**config.mk**
```make
export PLATFORM = sky130hd
export DESIGN_NAME = if_fetch_unit
export DESIGN_NICKNAME = d
export VERILOG_FILES = /design/src/rtl/if_fetch_unit_pkg.sv /design/src/rtl/fetch_skid_fifo.sv /design/src/rtl/if_fetch_unit.sv
export SDC_FILE = /design/constraint.sdc
export NUM_CORES = 1
export LEC_CHECK = 0
export BUFFER_PORTS_ARGS = -buffer_cell sky130_fd_sc_hd__buf_2
export CAP_MARGIN = 25
export CORE_ASPECT_RATIO = 0.7
export CORE_MARGIN = 2
export CORE_UTILIZATION = 60
export CTS_BUF_LIST = sky130_fd_sc_hd__clkbuf_8
export DETAILED_ROUTE_END_ITERATION = 16
export GPL_ROUTABILITY_DRIVEN = 0
export PLACE_DENSITY = 0.86
export SLEW_MARGIN = 5
export SYNTH_ARGS = -nofsm -noshare
export SYNTH_HDL_FRONTEND = slang
export SYNTH_SLANG_ARGS = --single-unit
```
**constraint.sdc**
```tcl
create_clock -name clk_i -period 7.53 [get_ports clk_i]
set_clock_uncertainty 0.05 [all_clocks]
set_input_delay 1.1295 -clock clk_i [delete_from_list [all_inputs] [get_ports clk_i]]
set_output_delay 1.1295 -clock clk_i [all_outputs]
set_load 0.03 [all_outputs]
```
**src/rtl/if_fetch_unit_pkg.sv**
```systemverilog
// -----------------------------------------------------------------------------
// if_fetch_unit_pkg
// Shared definitions for the instruction-fetch stage of the 5-stage MIPS
// pipeline: datapath widths, the NOP encoding, fetch FSM state codes, the
// {pc_4, instruction} buffer entry type and a wrapping PC+4 helper.
// -----------------------------------------------------------------------------
package if_fetch_unit_pkg;

    localparam int PC_W   = 12;
    localparam int INSN_W = 32;

    localparam logic [INSN_W-1:0] NOP_INSN = 32'h0000_0000;

    // Fetch FSM state codes.
    localparam logic [1:0] ST_BOOT   = 2'd0;
    localparam logic [1:0] ST_RUN    = 2'd1;
    localparam logic [1:0] ST_HALTED = 2'd2;

    // One entry presented to IF/ID.
    typedef struct packed {
        logic [PC_W-1:0]   pc_4;
        logic [INSN_W-1:0] insn;
    } fetch_entry_t;

    // Byte-address increment; wraps modulo 2^PC_W (12'hFFC + 4 = 12'h000).
    function automatic logic [PC_W-1:0] pc_plus4(input logic [PC_W-1:0] pc);
        return pc + PC_W'(4);
    endfunction

endpackage

```
**src/rtl/fetch_skid_fifo.sv**
```systemverilog
// -----------------------------------------------------------------------------
// fetch_skid_fifo
// Two-entry {pc_4, instruction} FIFO sitting between the ROM return path and
// the IF/ID register. Entry 0 is always the head, so the head outputs keep
// their last value once the FIFO drains. Same-cycle push and pop supported.
//
// Ports:
//   clk_i, rst_i   clock, synchronous active-high reset
//   clear_i        flush all entries (priority over push/pop)
//   push_i         write push_data_i at the tail
//   push_data_i    entry to write
//   pop_i          drop the head (ignored when empty)
//   head_o         current head entry
//   count_o        number of valid entries (0..2)
// -----------------------------------------------------------------------------
module fetch_skid_fifo
    import if_fetch_unit_pkg::*;
(
    input  logic         clk_i,
    input  logic         rst_i,
    input  logic         clear_i,
    input  logic         push_i,
    input  fetch_entry_t push_data_i,
    input  logic         pop_i,
    output fetch_entry_t head_o,
    output logic [1:0]   count_o
);

    fetch_entry_t head_q, head_d;
    fetch_entry_t tail_q, tail_d;
    logic [1:0]   count_q, count_d;
    logic         do_pop;

    assign do_pop = pop_i && (count_q != 2'd0);

    always_comb begin
        // NOTE: every always_comb output gets a default first so no path
        // leaves it unassigned and a latch is never inferred.
        head_d  = head_q;
        tail_d  = tail_q;
        count_d = count_q;
        if (clear_i) begin
            count_d = 2'd0;
        end else if (push_i && do_pop) begin
            if (count_q == 2'd2) begin
                head_d = tail_q;
                tail_d = push_data_i;
            end else begin
                head_d = push_data_i;
            end
        end else if (push_i) begin
            if (count_q == 2'd0) begin
                head_d = push_data_i;
            end else begin
                tail_d = push_data_i;
            end
            count_d = count_q + 2'd1;
        end else if (do_pop) begin
            if (count_q == 2'd2) begin
                head_d = tail_q;
            end
            count_d = count_q - 2'd1;
        end
    end

    always_ff @(posedge clk_i) begin
        if (rst_i) begin
            // NOTE: the two storage entries are reset (not left X) because the
            // head is visible on pc_4/instruction and must read 0 after reset.
            head_q  <= '{pc_4: '0, insn: NOP_INSN};
            tail_q  <= '{pc_4: '0, insn: NOP_INSN};
            count_q <= 2'd0;
        end else begin
            head_q  <= head_d;
            tail_q  <= tail_d;
            count_q <= count_d;
        end
    end

    assign head_o  = head_q;
    assign count_o = count_q;

    // The issue credit rule in the fetch unit keeps a push away from a full FIFO.
    assert property (@(posedge clk_i) disable iff (rst_i)
        !(push_i && !clear_i && !do_pop && count_q == 2'd2))
        else $error("fetch_skid_fifo overflow");

endmodule

```
**src/rtl/if_fetch_unit.sv**
```systemverilog
// -----------------------------------------------------------------------------
// if_fetch_unit
// IF stage: owns the PC, drives a 1-cycle synchronous-read instruction ROM
// and buffers returns in a 2-entry skid FIFO so a stall never loses an
// in-flight fetch. Handles branch/jump redirect and syscall halt.
//
// Ports:
//   clk_i, rst_i     clock, synchronous active-high reset
//   go_i             IF/ID accepts the presented head this cycle
//   redirect_i       taken branch/jump: flush and refetch from redirect_pc_i
//   redirect_pc_i    redirect target byte address (bits [1:0] = 0)
//   halt_i           syscall: stop fetching until reset
//   imem_en_o        ROM read strobe
//   imem_addr_o      ROM word address
//   imem_rdata_i     ROM data, valid the cycle after imem_en_o
//   pc_4_o           head entry fetch address + 4
//   instruction_o    head entry instruction
//   valid_o          head entry present
// -----------------------------------------------------------------------------
module if_fetch_unit
    import if_fetch_unit_pkg::*;
#(
    parameter logic [PC_W-1:0] RESET_PC = 12'h000
) (
    input  logic              clk_i,
    input  logic              rst_i,
    input  logic              go_i,
    input  logic              redirect_i,
    input  logic [PC_W-1:0]   redirect_pc_i,
    input  logic              halt_i,
    output logic              imem_en_o,
    output logic [PC_W-3:0]   imem_addr_o,
    input  logic [INSN_W-1:0] imem_rdata_i,
    output logic [PC_W-1:0]   pc_4_o,
    output logic [INSN_W-1:0] instruction_o,
    output logic              valid_o
);

    logic [1:0]      state_q, state_d;
    logic [PC_W-1:0] pc_q, pc_d;
    logic [PC_W-1:0] inflight_pc_q, inflight_pc_d;
    logic            inflight_q, inflight_d;

    logic            fetching;
    logic            halt_now;
    logic            redirect_now;
    logic            pop;
    logic            can_issue;
    logic            fifo_clear;
    logic            fifo_push;
    logic [2:0]      occupancy;
    logic [1:0]      fifo_count;
    fetch_entry_t    push_entry;
    fetch_entry_t    head;

    assign fetching     = (state_q != ST_HALTED);
    assign halt_now     = halt_i && fetching;
    // Halt wins over a simultaneous redirect.
    assign redirect_now = redirect_i && fetching && !halt_i;
    // go is ignored in a redirect cycle: the head is being flushed anyway.
    assign pop          = valid_o && go_i && !redirect_i;

    // Entries that will occupy the FIFO next cycle without a new issue; a new
    // issue is only allowed if its return is guaranteed a free slot.
    assign occupancy = {1'b0, fifo_count} + {2'b00, inflight_q} - {2'b00, pop};
    assign can_issue = fetching && !halt_i && !redirect_now && (occupancy < 3'd2);

    // A redirect or halt makes both buffered entries and the return arriving
    // this cycle stale, so the push is suppressed along with the clear.
    assign fifo_clear = halt_now || redirect_now;
    assign fifo_push  = inflight_q && !fifo_clear;

    assign push_entry.pc_4 = pc_plus4(inflight_pc_q);
    assign push_entry.insn = imem_rdata_i;

    assign imem_en_o   = !rst_i && (redirect_now || can_issue);
    assign imem_addr_o = redirect_now ? redirect_pc_i[PC_W-1:2] : pc_q[PC_W-1:2];

    always_comb begin
        state_d       = state_q;
        pc_d          = pc_q;
        inflight_d    = 1'b0;
        inflight_pc_d = inflight_pc_q;
        if (state_q == ST_BOOT) begin
            state_d = ST_RUN;
        end
        if (halt_now) begin
            state_d = ST_HALTED;
        end else if (redirect_now) begin
            inflight_d    = 1'b1;
            inflight_pc_d = redirect_pc_i;
            pc_d          = pc_plus4(redirect_pc_i);
        end else if (can_issue) begin
            inflight_d    = 1'b1;
            inflight_pc_d = pc_q;
            pc_d          = pc_plus4(pc_q);
        end
    end

    always_ff @(posedge clk_i) begin
        // NOTE: sequential state uses non-blocking assignments so every
        // register samples pre-edge values regardless of statement order.
        if (rst_i) begin
            state_q       <= ST_BOOT;
            pc_q          <= RESET_PC;
            inflight_q    <= 1'b0;
            inflight_pc_q <= '0;
        end else begin
            state_q       <= state_d;
            pc_q          <= pc_d;
            inflight_q    <= inflight_d;
            inflight_pc_q <= inflight_pc_d;
        end
    end

    fetch_skid_fifo u_skid (
        .clk_i       (clk_i),
        .rst_i       (rst_i),
        .clear_i     (fifo_clear),
        .push_i      (fifo_push),
        .push_data_i (push_entry),
        .pop_i       (pop),
        .head_o      (head),
        .count_o     (fifo_count)
    );

    assign valid_o       = (fifo_count != 2'd0);
    assign pc_4_o        = head.pc_4;
    assign instruction_o = head.insn;

endmodule

```
==> reports/summary.md, run 1 <==
Global routing used 46.1% of the available met2 tracks. met2 is the most crowded layer. The highest net fanout along the worst path was 10.

For the die area, the log shows 9420 sq um. Leaving out fill and tap cells, the most frequent cell in the layout is sky130_fd_sc_hd__nand2_1. The tools report the final layout net count as 785. For the deepest level of the CTS H-tree, the log shows 4. The wire-length estimate of the detail-placed layout is 8.27 mm. The run gives 5 as the number of iterations in the first detailed-routing pass. During placement, the flow inserted port buffers numbering 104.

The logs give 117 for the number of sinks handled by clock tree synthesis and 45.2% for the part of the Yosys area used for sequential elements. The sort of element at the start of the critical path was an input port. Ratio of final minimum period to clock period: 64.9%.

Based on the critical path, the design can be clocked at up to 204 MHz. The fraction of layout instances using a drive strength above 1 came out at 20.1%. The logs give 3870 ps for the setup slack of the most critical reg-to-reg path and 35.3% for the met1 capacity usage during global routing. The vias after detailed routing came out at 4899. Gates resized during post-CTS repair numbered 0. The horizontal extent of the die is 115 microns, and the headroom to the max-slew limit is 43.7%. Global routing used 27.9% of the available tracks across all layers. In this run, the number of DRC markers left after iteration 0 of detailed routing was 414. The number of buffers added to fix hold violations after cts was 0; the final routed DRC violation total was 0. Clock-pin slew was measured on the worst setup and hold paths at 60 ps. The count of max-cap constraint violations is 0. The run gives 89 as the pin count of the biggest net entering global routing. Number of hold-slack violations in the final timing report: 0. Counting flops and latches in the post-synthesis netlist gives 117.

The area overhead of the layout relative to synthesis was 16.8%. The total count of max-transition violations in the final report was 0; the gate count of the mapped netlist was 649. The time the final worst path needs with I/O delays and setup was 4890 ps; the number of antenna diodes was 0. Setup repair after global routing left no endpoint under its margin. Using the TritonRoute via totals, the vias-per-cell ratio works out to 5.79. The tools report the number of placed I/O pins as 105.

In this run the core area contains 28 standard-cell rows. TritonCTS created 17 clock buffers. The library cells used most frequently in the layout, excluding fill and tap cells, are sky130_fd_sc_hd__nand2_1, sky130_fd_sc_hd__dfxtp_1, sky130_fd_sc_hd__buf_2. The tools report the via count of the first global-routing pass as 4635. The worst setup path is of the input port to output port kind. Data arrives at the worst endpoint at 3710 ps. For the number of antenna violations at the first check in global routing, the log shows 0. The power per cell area is 229 nW/um^2, and the net count after synthesis is 702. The path class of the tightest hold or removal check is flop to flop. Setup violations remaining at the end of the flow were counted as 0. Type of element capturing the critical path: an output port. Once the floorplan was initialized, standard cells occupied 61.7% of the core. Wires add up to 12.8 mm. The leakage power total is 2.34 nW.

TritonCTS built the clock tree. IR analysis of the VDD net gives a maximum drop of 0.148 mV. After synthesis, the mean cell area works out to 7.99 sq um.

The logs give 0 for the buffers inserted during post-CTS setup optimization and 46 for the number of distinct standard cells referenced by the synthesized netlist. The tools report the total chip power as 1.39 mW. In this run the deepest clock path goes through 2 buffers.

The count of synthesis-stage warnings from yosys was 0. The total overflow left after global routing is 0. For the worst-skew pair, the clock arrives at the later sink with an insertion delay of 430 ps.

The floorplan core area came out at 8410 sq um. In this run the clock root is driven by a sky130_fd_sc_hd__clkbuf_8. Global routing consumed, on the met3 layer, 6.72% of the routing resources. At the worst endpoint, the required time is 6350 ps. Dividing the detail-routed wire length by the instance count gives 15.1 microns.

The flow ran to the end, and the final reports show no timing, DRC or antenna violations. The first global-routing pass estimated 20.8 mm of wire. The number of nets with antenna violations after routing was 0. The vertical die dimension is 81.8 microns, and the number of fill cells in the layout is 667. The run gives 0 ps as the sum of negative setup slack. Summing every instance area after synthesis gives 5190 sq um.

At the pin with the least slew margin, the transition time is 844 ps.
[Yosys cell counts (all sizes together)]
| library cell | n | area share (%) |
|---|---|---|
| nand2 | 164 | 12 |
| dfxtp | 117 | 45 |
| nor2 | 79 | 5.8 |
| a21oi | 52 | 5.0 |
| a311oi | 35 | 5.9 |
| clkbuf | 27 | 2.0 |
| buf | 19 | 1.8 |
| nor3 | 15 | 1.4 |
| xnor2 | 14 | 2.4 |
| nand3 | 13 | 1.3 |
| a211oi | 12 | 1.7 |
| mux2i | 11 | 2.1 |
| nand2b | 11 | 1.3 |
| inv | 8 | 0.58 |
| xor2 | 7 | 1.2 |
| mux2 | 6 | 1.3 |
| nor2b | 6 | 0.72 |
| nand4 | 5 | 0.60 |
| and2 | 4 | 0.48 |
| and3 | 4 | 0.48 |
| and4 | 4 | 0.68 |
| o21ai | 4 | 0.39 |
| ha | 3 | 0.72 |
| nand3b | 3 | 0.43 |
| o211ai | 3 | 0.43 |
| o22ai | 3 | 0.36 |
| or2 | 3 | 0.36 |
| a31oi | 2 | 0.24 |
| nor3b | 2 | 0.29 |
| nor4b | 2 | 0.63 |
| a2111oi | 1 | 0.53 |
| a21o | 1 | 0.14 |
| a311o | 1 | 0.19 |
| fa | 1 | 0.39 |
| nand4b | 1 | 0.17 |
| o21a | 1 | 0.14 |
| o21bai | 1 | 0.14 |
| o221ai | 1 | 0.17 |
| o311ai | 1 | 0.17 |
| o32ai | 1 | 0.17 |
| or3 | 1 | 0.12 |
[flip-flops by register name, summed over array words and instances (netlist names)]
name            cells
inflight_pc_q      12
pc_q               12
u_skid.head_o      44
u_skid.tail_q      44
inflight_q          1
u_skid.count_o      2
state_q             2
[per-layer routing]
metal  vias to the layer above  wire length (microns)  part of all wire, %
met5                         -                      0                    0
met4                         0                    211                  1.6
met3                        22                    753                  5.9
met2                       164                   6290                   49
met1                      2327                   5540                   43
li1                       2386                      -                    -
[cell families (layout without fill, tap and decap cells)]
family / Yosys count / after routing / share of synthesized area, %
simple gates: 317 / 317 / 26.6
compound gates: 119 / 119 / 15.8
flops: 117 / 117 / 45.2
buf+inv: 54 / 146 / 4.37
xor+xnor: 21 / 21 / 3.55
mux: 17 / 17 / 3.43
fa+ha+maj: 4 / 4 / 1.11
[critical path, cell delays in order]
cell,delay (ps)
sky130_fd_sc_hd__buf_2,120
sky130_fd_sc_hd__nand2b_1,240
sky130_fd_sc_hd__nor2_1,240
sky130_fd_sc_hd__o21ai_0,160
sky130_fd_sc_hd__fa_1,410
sky130_fd_sc_hd__xor2_1,180
sky130_fd_sc_hd__nor4b_4,520
sky130_fd_sc_hd__nor2_1,290
sky130_fd_sc_hd__nor2_1,200
sky130_fd_sc_hd__buf_2,220
[report_power, final]
part	internal [mW]	leakage, nW	switching [mW]
logic	0.0755	1.21	0.154
clock network	0.250	0.177	0.232
registers	0.652	0.951	0.0252
total	0.977	2.34	0.411
[worst paths after layout]
path / to / from / cells after the start
worst min-delay path: u_skid.tail_q[39] / u_skid.tail_q[39] / 2
worst min register to register: u_skid.tail_q[39] / u_skid.tail_q[39] / 2
worst max register to register: u_skid.head_o[29] / state_q[1] / 10
worst max-delay path: imem_en_o / redirect_i / 10
[metrics by stage]
step           util (%)  hold WS [ps]  setup WS, ps  std cells  cell area (sq um)
2_1_floorplan         -           381          3070        649               5190
3_3_place_gp       67.9           390          2830        817               5710
3_5_place_dp       67.9           392          2650        817               5710
4_1_cts            71.7           400          2650        845               6030
5_1_grt            72.1           420          2490        846               6060
6_report           72.1           401          2640        846               6060
[layout make-up]
type                            count  area, sq um  share of cell area [%]
Multi-Input combinational cell    478         2640                    43.6
Sequential cell                   117         2340                    38.7
Timing Repair Buffer              110          588                    9.71
Clock buffer                       21          289                    4.77
Tap cell                          105          131                    2.17
Clock inverter                      7         35.0                   0.578
Inverter                            8         30.0                   0.496
(Power assumes the default switching activity.)
==> inputs of run 2 (changes only) <==
Settings changed: ABC_AREA set to 1, CORE_UTILIZATION 60 to 58, PLACE_DENSITY 0.86 to 0.82.
Clock period 7.53 ns to 5 ns, I/O delays scaled along.
==> reports/summary.md, run 2 <==
The run finished with clean final reports. The adder and majority gate portion of the synthesized area works out to 0.951% (-0.16 points). The ratio of final minimum period to clock period was 74.5%. The class of the most critical hold timing path was flop to flop. The headroom to the max-slew limit is 32.7% (-11 points).

The fraction of layout instances using a drive strength above 1 works out to 15.5% (-4.6 points). The most used standard cell by instance count after synthesis was sky130_fd_sc_hd__nor2_1. Post-cts resize count: 0 (unchanged). Gate count of the mapped netlist: 920 (+42%). Counting I/O delays and the setup requirement, the final critical path takes 3720 ps. The category of the critical setup timing path was input port to output port. The most numerous cell type found on the critical path is sky130_fd_sc_hd__nor2_1. The area growth from synthesis to layout is 14.9%. The via density per instance is 5.48 (-5.4%), and the number of antenna diodes is 0 (unchanged). The logs give 15.6 mm (+22%) for the aggregate routed wire length and 0 (unchanged) for the count of max-cap constraint violations. STA classifies the critical path startpoint as an input port.

Effective utilization at floorplan: 59.1% (-2.6 points). For the net count after synthesis, the log shows 973 (+39%). The transition at the pin with the smallest max-transition slack is 1010 ps (+165 ps).

The count of synthesis-stage warnings from yosys is 0 (unchanged), and the number of antenna violations at the first check in global routing is 0 (unchanged). Post-synthesis mux area share: 0% (-3.4 points). For the final routed DRC violation total, the log shows 0 (unchanged). The number of distinct standard cells referenced by the synthesized netlist came out at 36 (-22%). The tools report the maximum root-to-sink buffer count as 2 (unchanged).

The worst slack on hold paths came out at 418 ps (+16.7 ps). The endpoint required time on the critical path is 4200 ps (-2150 ps). Final layout net count: 1042 (+33%). For the minimum setup slack after placement, the log shows 1200 ps (-1450 ps).

The flip-flop cell with the highest count after synthesis was sky130_fd_sc_hd__dfxtp_1. The via count of the first global-routing pass came out at 5455 (+18%). The highest clock frequency the design can meet is 268 MHz, and the top-area cell type share of the netlist area is 38.7% (-6.4 points). The buffers inserted during post-CTS setup optimization was 0 (unchanged). Setup repair after global routing left no endpoint under its margin.

Largest stage delay on the critical path: 510 ps (about the same). TritonCTS built the clock tree. Number of sinks handled by clock tree synthesis: 117 (unchanged).

The number of synthesized flops with an enable pin works out to 0 (unchanged). Number of buffers added to fix hold violations after cts: 0 (unchanged). After synthesis, the largest family of logic cells by area is compound AO/OA/AOI/OAI gates. The data arrival time of the critical path is 2920 ps (-790 ps). The tools report the count of final setup violators as 0 (unchanged). Cell area after technology mapping: 6050 sq um (+17%). The global route total overflow was 0 (unchanged); the final setup slack of the worst path was 1280 ps (-1360 ps).

The share of synthesized registers carrying an async set or reset is 0% (unchanged). The root buffer selected by CTS was sky130_fd_sc_hd__clkbuf_8. Vias after detailed routing: 6209 (+27%).

The number of buffers added by the clock tree synthesis step was 17 (unchanged); the deepest level of the CTS H-tree was 4 (unchanged). Clock latency on the worst-skew pair: 440 ps (about the same). The wire length of the first global-routing pass was 26.0 mm (+25%). The total count of max-transition violations in the final report was 0 (unchanged); the simple-gate share of the synthesized area was 24.2% (-2.4 points). The fraction of the mapped netlist area in compound gates is 24.5% (+8.7 points). Counting instances in the post-synthesis netlist gives the leading cell types as sky130_fd_sc_hd__nor2_1, sky130_fd_sc_hd__o21ai_0, sky130_fd_sc_hd__dfxtp_1. The number of nets with antenna violations after routing is 0 (unchanged). The standard-cell row count is 31 (+11%), and the xor/xnor cell area share of the yosys netlist is 0.579% (-3.0 points). The clock-pin slew of the registers on the worst-case setup and hold paths was 70 ps (about the same). The slowest stage cell on the critical path is sky130_fd_sc_hd__fa_1.

The leakage power total was 3.27 nW (+40%); the die area was 11300 sq um (+20%). The power per cell area was 338 nW/um^2 (+48%). Average cell area after synthesis: 6.58 sq um (-18%). The run gives 9.69 mm (+17%) as the half-perimeter wire length after placement.

In the post-synthesis netlist, the biggest area contributors are sky130_fd_sc_hd__dfxtp_1, sky130_fd_sc_hd__o21ai_0, sky130_fd_sc_hd__nor2_1. The count of input and output buffers is 104 (unchanged), and the peak supply drop is 0.294 mV (+99%). The type of element capturing the critical path was an output port. The vertical die dimension works out to 89.4 microns (+9.4%).

The most frequent standard cell in the layout excluding fill and tap cells was sky130_fd_sc_hd__nor2_1. The register bit total from synthesis was 117 (unchanged); the horizontal extent of the die was 126 microns (+9.5%). The floorplan core area was 10200 sq um (+22%). The number of iterations in the first detailed-routing pass was 6 (+1); the number of hold-slack violations in the final timing report was 0 (unchanged). The highest net fanout along the worst path came out at 29 (+19). The average wire per cell in the routed design is 13.7 microns (-9.2%). The run gives 105 (unchanged) as the number of placed I/O pins.

Of all cell types, the one taking the most synthesized area is sky130_fd_sc_hd__dfxtp_1. The tools report the pin count of the biggest net entering global routing as 65 (-27%). The run gives 810 (+96%) as the initial DRC count. The logs give 38.7% (-6.4 points) for the part of the Yosys area used for sequential elements and 28.2% (+0.32 points) for the overall track demand over capacity in global routing. Walking the worst path, the cells encountered are buf_2 > nor2_1 > nand2_1 > nor2_1 > o21ai_0 > fa_1 > nand3_1 > nor2_1 > nor2_1 > buf_4 > nor2_1 > buf_2. The sum of negative setup slack came out at 0 ps (unchanged). The top cell types in the final layout, fill and taps aside, are sky130_fd_sc_hd__nor2_1, sky130_fd_sc_hd__o21ai_0, sky130_fd_sc_hd__dfxtp_1.
## run 2: kinds of logic (layout without fill, tap and decap cells)
group | after synthesis | count (layout)
adders and majority gates | 4 | 4
and+or+nand+nor | 353 | 353
DFF | 117 | 117
AOI/OAI and AO/OA | 286 | 286
xor gates and xnor gates | 4 | 4
buffers and inverters | 156 | 238
## run 2: cell type report
| cell class | count | area, sq um |
|---|---|---|
| Inverter | 95 | 357 |
| Timing Repair Buffer | 111 | 573 |
| Tap cell | 132 | 165 |
| Clock inverter | 13 | 213 |
| Sequential cell | 117 | 2340 |
| Clock buffer | 19 | 262 |
| Fill cell | 917 | 3290 |
| Multi-Input combinational cell | 647 | 3040 |
## run 2: stage by stage
stage	instance area, sq um	cells	util [%]	power, mW
after floorplan	6050	920	-	1.23
after global routing	6950	1134	67.9	2.44
after CTS	6950	1134	67.9	2.35
after global placement	6480	1102	63.2	1.31
final	6950	1134	67.9	2.35
after detailed placement	6480	1102	63.2	1.32
## run 2: power by group
part | switching, mW | total, mW | leakage (nW) | internal [mW]
Sequential | 0.0201 | 0.986 | 0.949 | 0.966
Clock | 0.382 | 1.04 | 0.251 | 0.662
Combinational | 0.225 | 0.319 | 2.07 | 0.0942
Total | 0.627 | 2.35 | 3.27 | 1.72
## run 2: final timing paths
kind	startpoint	to	slack (ps)	cells after the start
hold / removal	u_skid.tail_q[15]	u_skid.tail_q[15]	420	2
setup / recovery	redirect_i	imem_en_o	1280	12
setup reg to reg	state_q[0]	u_skid.tail_q[7]	1640	13
hold reg to reg	u_skid.tail_q[15]	u_skid.tail_q[15]	420	2
## run 2: worst max-delay path, delay by kind of cell
kind | cells | cell delay, ps
simple gates | 7 | 940
buf+inv | 3 | 610
fa+ha+maj | 1 | 510
compound gates | 1 | 120
## run 2: layer usage
layer | wire length, microns | share of wire [%] | vias to the layer above | global-route usage [%]
li1 | - | - | 3158 | -
met1 | 7630 | 49 | 2791 | 41.3
met2 | 6550 | 42 | 245 | 41.7
met3 | 1270 | 8.2 | 15 | 6.22
met4 | 128 | 0.82 | 0 | 8.79
met5 | 0 | 0 | - | 0
==> inputs of run 3 (changes only) <==
Settings changed: ABC_AREA 1 to 0, CORE_UTILIZATION 58 to 57.
Clock period 5 ns to 3.8 ns, I/O delays scaled along.
==> reports/summary.md, run 3 (same netlist as run 1, synthesis figures left out) <==
The number of iterations in the first detailed-routing pass came out at 5 (-1). The sum of negative setup slack was 0 ps (unchanged); the number of placed I/O pins was 105 (unchanged). The sort of element at the start of the critical path is a flop.

The run gives 421 (-48%) as the initial DRC count. Walking the worst path, the cells encountered are nand2b_1 > nor2_1 > o21ai_0 > fa_1 > xor2_1 > nor4b_4 > nor2_2 > nor2_1 > buf_2. The via density per instance came out at 5.59 (+2.2%). Total count of max-transition violations in the final report: 0 (unchanged). The tools report the overall track demand over capacity in global routing as 26.8% (-1.4 points). The tools report the final routed DRC violation total as 0 (unchanged).

The routed design could run at a clock period as short as 3460 ps. The number of antenna diodes is 0 (unchanged). The average wire per cell in the routed design is 14.9 microns (+8.7%). The transition at the pin with the smallest max-transition slack was 642 ps (-367 ps). The die area was 9890 sq um (-12%); the highest clock frequency the design can meet was 289 MHz.

The deepest level of the CTS H-tree was 4 (unchanged); the half-perimeter wire length after placement was 8.53 mm (-12%). The run gives 3180 ps (-1020 ps) as the endpoint required time on the critical path. The peak supply drop is 0.299 mV (+1.5%), and the power per cell area is 482 nW/um^2 (+43%).

Setup repair after global routing left no endpoint under its margin. Of the available clock period, the critical path in the final layout requires 91.2%. The highest net fanout along the worst path works out to 10 (-66%).

The tools report the number of buffers added by the clock tree synthesis step as 17 (unchanged). The floorplan core area is 8960 sq um (-12%), and the vertical die dimension is 83.8 microns (-6.3%). The largest stage delay on the critical path is 530 ps (+20 ps), and the number of antenna violations at the first check in global routing is 0 (unchanged).

The number of sinks handled by clock tree synthesis came out at 117 (unchanged). The via count of the first global-routing pass came out at 4708 (-14%). The maximum root-to-sink buffer count came out at 2 (unchanged). The library cells used most frequently in the layout, excluding fill and tap cells, are sky130_fd_sc_hd__nand2_1, sky130_fd_sc_hd__dfxtp_1, sky130_fd_sc_hd__buf_2. The data arrival time of the critical path was 2840 ps (-80 ps); the global route total overflow was 0 (unchanged).

The pin count of the biggest net entering global routing is 89 (+37%), and the fraction of layout instances using a drive strength above 1 is 21.2% (+5.7 points). The slowest stage cell on the critical path was sky130_fd_sc_hd__dfxtp_1. Leaving out fill and tap cells, the most frequent cell in the layout is sky130_fd_sc_hd__nand2_1. The area overhead of the layout relative to synthesis works out to 20.0%. The category of the critical setup timing path is flop to output port.

The run gives 791 (-24%) as the final layout net count. The final setup slack of the worst path is 336 ps (-939 ps), and the number of nets with antenna violations after routing is 0 (unchanged). The run finished with clean final reports. The clock-pin slew of the registers on the worst-case setup and hold paths was 70 ps (about the same). For the vias after detailed routing, the log shows 4889 (-21%). The buffers inserted during post-CTS setup optimization came out at 0 (unchanged).

In this run the worst hold path is classified as input port to flop. The minimum setup slack after placement was 298 ps (-900 ps). In this run the clock root is driven by a sky130_fd_sc_hd__clkbuf_8. For the standard-cell row count, the log shows 29 (-6.5%). For the total chip power, the log shows 3.00 mW (+28%). The clock latency on the worst-skew pair is 420 ps (-20 ps). The cell occurring most often along the worst timing path is sky130_fd_sc_hd__nor2_1. The count of input and output buffers was 104 (unchanged). The headroom to the max-slew limit was 57.2% (+24 points).

The number of hold-slack violations in the final timing report came out at 0 (unchanged). The aggregate routed wire length came out at 13.1 mm (-16%). For the wire length of the first global-routing pass, the log shows 21.7 mm (-16%). Count of max-cap constraint violations: 0 (unchanged). The type of element capturing the critical path is an output port. The leakage power total was 2.41 nW (-26%); the horizontal extent of the die was 118 microns (-6.4%).

TritonCTS built the clock tree. For the count of final setup violators, the log shows 0 (unchanged). The tools report the effective utilization at floorplan as 57.9% (-1.2 points).
run 3: repair_timing:
action                     4_1_cts  5_1_grt
resized for setup                0        1
setup endpoints to repair        0        1
hold buffers                     0        0
run 3: metrics by stage:
step                cell area, sq um  hold WS [ps]  utilization (%)  std cells
global placement                5810           390             64.8        843
finish                          6220           342             69.4        874
CTS                             6220           325             69.4        874
global route                    6220           322             69.4        874
floorplan                       5190           381                -        649
detailed placement              5810           397             64.8        843
run 3: path summary, 6_finish.rpt:
kind	start	endpoint	slack, ps	depth (start not counted)
worst max-delay path	u_skid.count_o[1]	imem_en_o	340	9
worst min-delay path	imem_rdata_i[23]	u_skid.tail_q[23]	340	3
worst max register to register	state_q[1]	u_skid.head_o[24]	550	11
worst min register to register	u_skid.tail_q[11]	u_skid.tail_q[11]	410	2
run 3: where the power goes:
group	internal, mW	switching (mW)
combinational	0.158	0.310
clock	0.716	0.476
sequential	1.29	0.0499
run 3: routing by layer:
metal / vias to the layer above / routed length (microns) / GRT usage, %
met2: 201 / 6040 / 43.4
met1: 2267 / 5870 / 35.0
met4: 0 / 189 / 7.56
met3: 22 / 944 / 7.92
li1: 2399 / - / -
met5: - / 0 / 0
run 3: critical path: cells and delay by family, from the launching register on:
| family | cells | cell delay (ps) |
|---|---|---|
| AO/OA/AOI/OAI | 1 | 170 |
| XOR/XNOR | 1 | 260 |
| adder cells (fa/ha/maj) | 1 | 410 |
| buffers and inverters | 1 | 210 |
| flip-flops | 1 | 530 |
| AND/OR/NAND/NOR | 5 | 850 |
run 3: layout make-up:
type                            instances  area [sq um]
Clock buffer                           18           248
Clock inverter                         13           165
Fill cell                             712          2740
Inverter                                8          30.0
Multi-Input combinational cell        478          2650
Sequential cell                       117          2340
Tap cell                              124           155
Timing Repair Buffer                  116           638
